File: config.mk
export PLATFORM = sky130hd
export DESIGN_NAME = multi_debouncer
export DESIGN_NICKNAME = d
export VERILOG_FILES = /design/src/rtl/multi_debouncer_pkg.sv /design/src/rtl/debounce_ch.sv /design/src/rtl/multi_debouncer.sv
export SDC_FILE = /design/constraint.sdc
export NUM_CORES = 1
export LEC_CHECK = 0
export CAP_MARGIN = 30
export CORE_AREA = 2 2 139 141
export CTS_BUF_LIST = sky130_fd_sc_hd__clkbuf_8 sky130_fd_sc_hd__clkbuf_16
export CTS_CLUSTER_DIAMETER = 60
export CTS_CLUSTER_SIZE = 24
export DETAILED_ROUTE_END_ITERATION = 12
export DIE_AREA = 0 0 141 143
export GPL_ROUTABILITY_DRIVEN = 1
export GPL_TIMING_DRIVEN = 0
export PLACE_DENSITY = 0.85
export SKIP_CTS_REPAIR_TIMING = 1
export SLEW_MARGIN = 15
export SYNTH_ARGS = -nofsm -noshare
export SYNTH_HDL_FRONTEND = slang
export SYNTH_SLANG_ARGS = --single-unit
File: constraint.sdc
create_clock -name clk -period 13.8 [get_ports clk]
set_clock_uncertainty 0.05 [all_clocks]
set_input_delay 4.14 -clock clk [delete_from_list [all_inputs] [get_ports clk]]
set_output_delay 4.14 -clock clk [all_outputs]
set_load 0.005 [all_outputs]
File: src/rtl/multi_debouncer_pkg.sv
// rtl/multi_debouncer_pkg.sv - shared repeat-FSM encoding and default widths
package multi_debouncer_pkg;

  typedef enum logic [1:0] {
    IDLE     = 2'd0,
    HOLD_DLY = 2'd1,
    HOLD_PER = 2'd2
  } rpt_state_t;

  localparam int DEF_CNT_W     = 16;
  localparam int DEF_RPT_DLY_W = 24;

endpackage

File: src/rtl/debounce_ch.sv
// rtl/debounce_ch.sv - one button: synchroniser, stability counter, auto-repeat FSM
module debounce_ch
  import multi_debouncer_pkg::*;
#(
  parameter int CNT_W      = DEF_CNT_W,
  parameter int RPT_DLY_W  = DEF_RPT_DLY_W,
  parameter int ACTIVE_LOW = 1
) (
  input  logic                 clk,
  input  logic                 rst,
  input  logic                 raw,
  input  logic                 rpt_en,
  input  logic [RPT_DLY_W-1:0] rpt_dly,
  input  logic [RPT_DLY_W-1:0] rpt_per,
  output logic                 state,
  output logic                 down,
  output logic                 up,
  output logic                 rpt
);

  localparam logic [RPT_DLY_W-1:0] R_ONE = RPT_DLY_W'(1);

  logic                 in_lvl;
  logic                 sync1;
  logic                 sample;
  logic [CNT_W-1:0]     cnt;
  logic                 accept;
  logic                 press_evt;
  logic                 rel_evt;
  logic [RPT_DLY_W-1:0] dly_eff;
  logic [RPT_DLY_W-1:0] per_eff;
  rpt_state_t           rs;
  rpt_state_t           rs_nx;
  logic [RPT_DLY_W-1:0] rcnt;
  logic [RPT_DLY_W-1:0] rcnt_nx;
  logic                 rpt_nx;

  assign in_lvl    = (ACTIVE_LOW != 0) ? ~raw : raw;
  assign accept    = (sample != state) && (&cnt);
  assign press_evt = accept && !state;
  assign rel_evt   = accept && state;
  // A zero delay/period behaves as one so the repeat counter never stalls at 0
  assign dly_eff   = (rpt_dly == '0) ? R_ONE : rpt_dly;
  assign per_eff   = (rpt_per == '0) ? R_ONE : rpt_per;

  always_ff @(posedge clk or posedge rst) begin
    if (rst) begin
      sync1  <= 1'b0;
      sample <= 1'b0;
      state  <= 1'b0;
      cnt    <= '0;
      down   <= 1'b0;
      up     <= 1'b0;
    end else begin
      sync1  <= in_lvl;
      sample <= sync1;
      down   <= press_evt;
      up     <= rel_evt;
      if (sample == state) begin
        cnt <= '0;
      end else if (accept) begin
        cnt   <= '0;
        state <= ~state;
      end else begin
        cnt <= cnt + CNT_W'(1);
      end
    end
  end

  always_ff @(posedge clk or posedge rst) begin
    if (rst) begin
      rs   <= IDLE;
      rcnt <= '0;
      rpt  <= 1'b0;
    end else begin
      rs   <= rs_nx;
      rcnt <= rcnt_nx;
      rpt  <= rpt_nx;
    end
  end

  always_comb begin
    rs_nx   = rs;
    rcnt_nx = rcnt;
    rpt_nx  = 1'b0;
    if (rel_evt) begin
      rs_nx   = IDLE;
      rcnt_nx = '0;
    end else begin
      case (rs)
        IDLE: begin
          if (press_evt) begin
            rs_nx   = HOLD_DLY;
            rcnt_nx = dly_eff;
            rpt_nx  = 1'b1;
          end
        end
        HOLD_DLY, HOLD_PER: begin
          // Parks at 1 while repeat is disabled, firing as soon as it is enabled
          if (rcnt == R_ONE) begin
            if (rpt_en) begin
              rpt_nx  = 1'b1;
              rcnt_nx = per_eff;
              rs_nx   = HOLD_PER;
            end
          end else begin
            rcnt_nx = rcnt - R_ONE;
          end
        end
        default: begin
          rs_nx   = IDLE;
          rcnt_nx = '0;
        end
      endcase
    end
  end

endmodule

File: src/rtl/multi_debouncer.sv
// rtl/multi_debouncer.sv - NUM_CH independent debounced buttons with auto-repeat
module multi_debouncer
  import multi_debouncer_pkg::*;
#(
  parameter int NUM_CH     = 4,
  parameter int CNT_W      = DEF_CNT_W,
  parameter int ACTIVE_LOW = 1,
  parameter int RPT_DLY_W  = DEF_RPT_DLY_W
) (
  input  logic                 clk,
  input  logic                 rst,
  input  logic [NUM_CH-1:0]    btn_raw,
  input  logic [NUM_CH-1:0]    rpt_en,
  input  logic [RPT_DLY_W-1:0] rpt_dly,
  input  logic [RPT_DLY_W-1:0] rpt_per,
  output logic [NUM_CH-1:0]    btn_state,
  output logic [NUM_CH-1:0]    btn_down,
  output logic [NUM_CH-1:0]    btn_up,
  output logic [NUM_CH-1:0]    btn_rpt,
  output logic                 any_down
);

  for (genvar i = 0; i < NUM_CH; i++) begin : g_ch
    debounce_ch #(
      .CNT_W      (CNT_W),
      .RPT_DLY_W  (RPT_DLY_W),
      .ACTIVE_LOW (ACTIVE_LOW)
    ) u_ch (
      .clk     (clk),
      .rst     (rst),
      .raw     (btn_raw[i]),
      .rpt_en  (rpt_en[i]),
      .rpt_dly (rpt_dly),
      .rpt_per (rpt_per),
      .state   (btn_state[i]),
      .down    (btn_down[i]),
      .up      (btn_up[i]),
      .rpt     (btn_rpt[i])
    );
  end

  assign any_down = |btn_down;

endmodule
==> flow_summary.yaml <==
sta:
  period_minus_slack_ns: 6.26
  tightest_slew_ns: 0.880
  finalHoldViolCount: 0
  setup_viol: 0
  rsz0062_at_grt: "no"
  slew_violations: 0
  slew_headroom: 0.408
  final.setup.tns_ns: 0
  min_period_over_period: 0.453
  max_freq_ghz: 0.160
  whs_ns: 0.300
final_layout:
  antennaDiodeCount: 0
  drive_above_1_share: 0.0586
  final_nets: 1585
  final_common_cell: "dfrtp_1"
  area_growth_syn_to_layout_pct: 13.9
  finish.utilization: 0.727
  final_cell_mix: "dfrtp_1 (192), nand2_1 (169), nor2_1 (157)"
synthesis:
  synth.cell_area_um2: 11900
  synth-xor-area-share: 0.0790
  avgSynthCellArea_um2: 8.41
  yosysWarnings: 0
  synth_flop_cell: "dfrtp_1"
  syn_inst: 1411
  synth-simple-area-share: 0.245
  synth_cell_types: 72
  ys_seq_elements: 192
  async_flop_share: 1.00
  synthAdderAreaFrac: 0.0211
  seq_area_frac_synth: 0.405
  synth_compound_area_frac: 0.198
  synth_top_family_by_area: "simple AND/OR/NAND/NOR gates"
  synth-edff-count: 0
  muxShareOfSynthArea: 0.000844
  syn_nets: 1489
cts:
  tritoncts: "done"
  numCtsBuffers: 17
  clockBufferDepth: 2
  clock_sinks: 192
  clock_latency_ns: 0.45
  path_clk_slew_ns: 0.07
  clockRootBuffer: "clkbuf_16"
  htreeDepth: 4
drt:
  drc: 0
  routed_wl_um: 37100
  via_count: 11600
  drt_pass1_iterations: 7
  drtIter0Drc: 1657
  ant_nets: 0
  post_drt_wl_per_cell_um: 21.1
  via_per_inst: 6.64
global_routing:
  grt_pass1_wl_um: 58500
  grt_pass1_vias: 10900
  grt-ovfl-total: 0
  grt_start_max_net_pins: 100
  antenna_found_initial: 0
  grt_usage: 0.375
critical_path:
  critPathKind: "in -> reg"
  worstPathArrival_ns: 6.54
  crit_chain: "clkdlybuf4s50_1, nor4_1, and4_1, a31oi_1, inv_1, a22oi_1, o21ai_0, a22o_1"
  critPathLaunchType: "input port"
  reg2reg_setup_slack_ns: 10.34
  path_max_fanout: 5
  max_stage_delay_ns: 0.79
  cp_slowest_cell: "clkdlybuf4s50_1"
  cp.required_ns: 14.08
  cp-end-kind: "register"
power_and_ir_drop:
  p_leak_uw: 0.00546
  power_density_nw_per_um2: 85.0
  total_power_uw: 1150
  vdd_drop_max_uv: 87.4
floorplanning:
  die_area_um2: 20200
  die-height_um: 143
  die_x_um: 141
  start_util: 0.639
  pin_count: 75
  fp-row-count: 50
  core_um2: 18600
placed_design:
  numPortBuffers: 74
  place.gp.congestion: 0.988
  dp.final_hpwl_um: 25000
worst_hold_path:
  min_path_type: "reg -> reg"
outcome:
  status: "finished clean"
run:
  cap_viol_max_count: 0
[kinds of logic (layout without fill, tap and decap cells)]
kind of cell	after synthesis	in the layout
compound gates	364	364
xor+xnor	107	107
fa+ha+maj	20	20
buf+inv	131	239
flops	192	192
mux	1	1
simple gates	596	596
[worst paths after layout]
path | depth (start not counted) | end | start
worst max-delay path | 8 | g_ch[2].u_ch.rcnt[0] | rpt_per[19]
worst min-delay path | 0 | g_ch[3].u_ch.sample | g_ch[3].u_ch.sync1
worst max register to register | 8 | g_ch[2].u_ch.rcnt[20] | g_ch[2].u_ch.rcnt[2]
worst min register to register | 0 | g_ch[3].u_ch.sample | g_ch[3].u_ch.sync1
max in group asynchronous | 3 | g_ch[1].u_ch.rcnt[5] | rst
min in group asynchronous | 2 | g_ch[2].u_ch.cnt[3] | rst
[sequential cells by signal, summed over array words and instances, names as in the netlist]
signal	count
g_ch.u_ch.cnt	64
g_ch.u_ch.down	4
g_ch.u_ch.rcnt	96
g_ch.u_ch.rpt	4
g_ch.u_ch.rs	8
g_ch.u_ch.sample	4
g_ch.u_ch.state	4
g_ch.u_ch.sync1	4
g_ch.u_ch.up	4
[through the flow]
step,setup slack (ns),area [um^2],instances
after floorplan,4.38,11900,1411
after global placement,1.81,12900,1719
after detailed placement,7.30,12900,1721
after CTS,7.72,13500,1752
after global routing,7.59,13500,1753
final,7.54,13500,1753
[layer usage]
layer | wire length, um | up-vias | GRT usage
met3 | 4680 | 186 | 0.0892
met2 | 15900 | 749 | 0.559
met1 | 14300 | 5433 | 0.507
li1 | - | 5266 | -
met4 | 2230 | 0 | 0.211
met5 | 0 | - | 0
[report_power, final]
group / internal (uW) / total (uW) / switching, uW
clock: 241 / 489 / 248
combinational: 28.9 / 84.8 / 55.9
sequential: 568 / 575 / 6.22
[critical path: cells and delay by family]
kind,cells,cell delay [ns]
AO/OA/AOI/OAI,4,1.11
buffers and inverters,2,0.89
AND/OR/NAND/NOR,2,0.39
[synthesized netlist by cell type, types with 11 or more instances]
library cell  number  share of area
ha_1              20          0.021
nand4_1           21          0.011
and3_1            11         0.0058
nand2_1          169          0.053
xnor2_1           47          0.035
or3_1             24          0.013
buf_4             18          0.011
a221o_1           15          0.013
inv_1             39          0.012
clkbuf_1          59          0.019
a21oi_1           73          0.031
xor2_1            60          0.044
nor4_1            42          0.022
o21ai_0          123          0.052
a22oi_1           55          0.035
nor2_1           157          0.050
or4_1             17          0.011
nor3_1            45          0.019
a211oi_1          16          0.010
dfrtp_1          192           0.40
nand3_1           55          0.023
[final cells by class]
class                      count  area [um^2]
buffer                        91          450
clock buffer                  17          425
clock inverter                14          140
fill                        1459         5070
inverter                      40          158
multi-input combinational   1088         6460
sequential                   192         4800
tap                          234          293
timing repair buffer          77          778
Power figures use the tool's default switching activity.
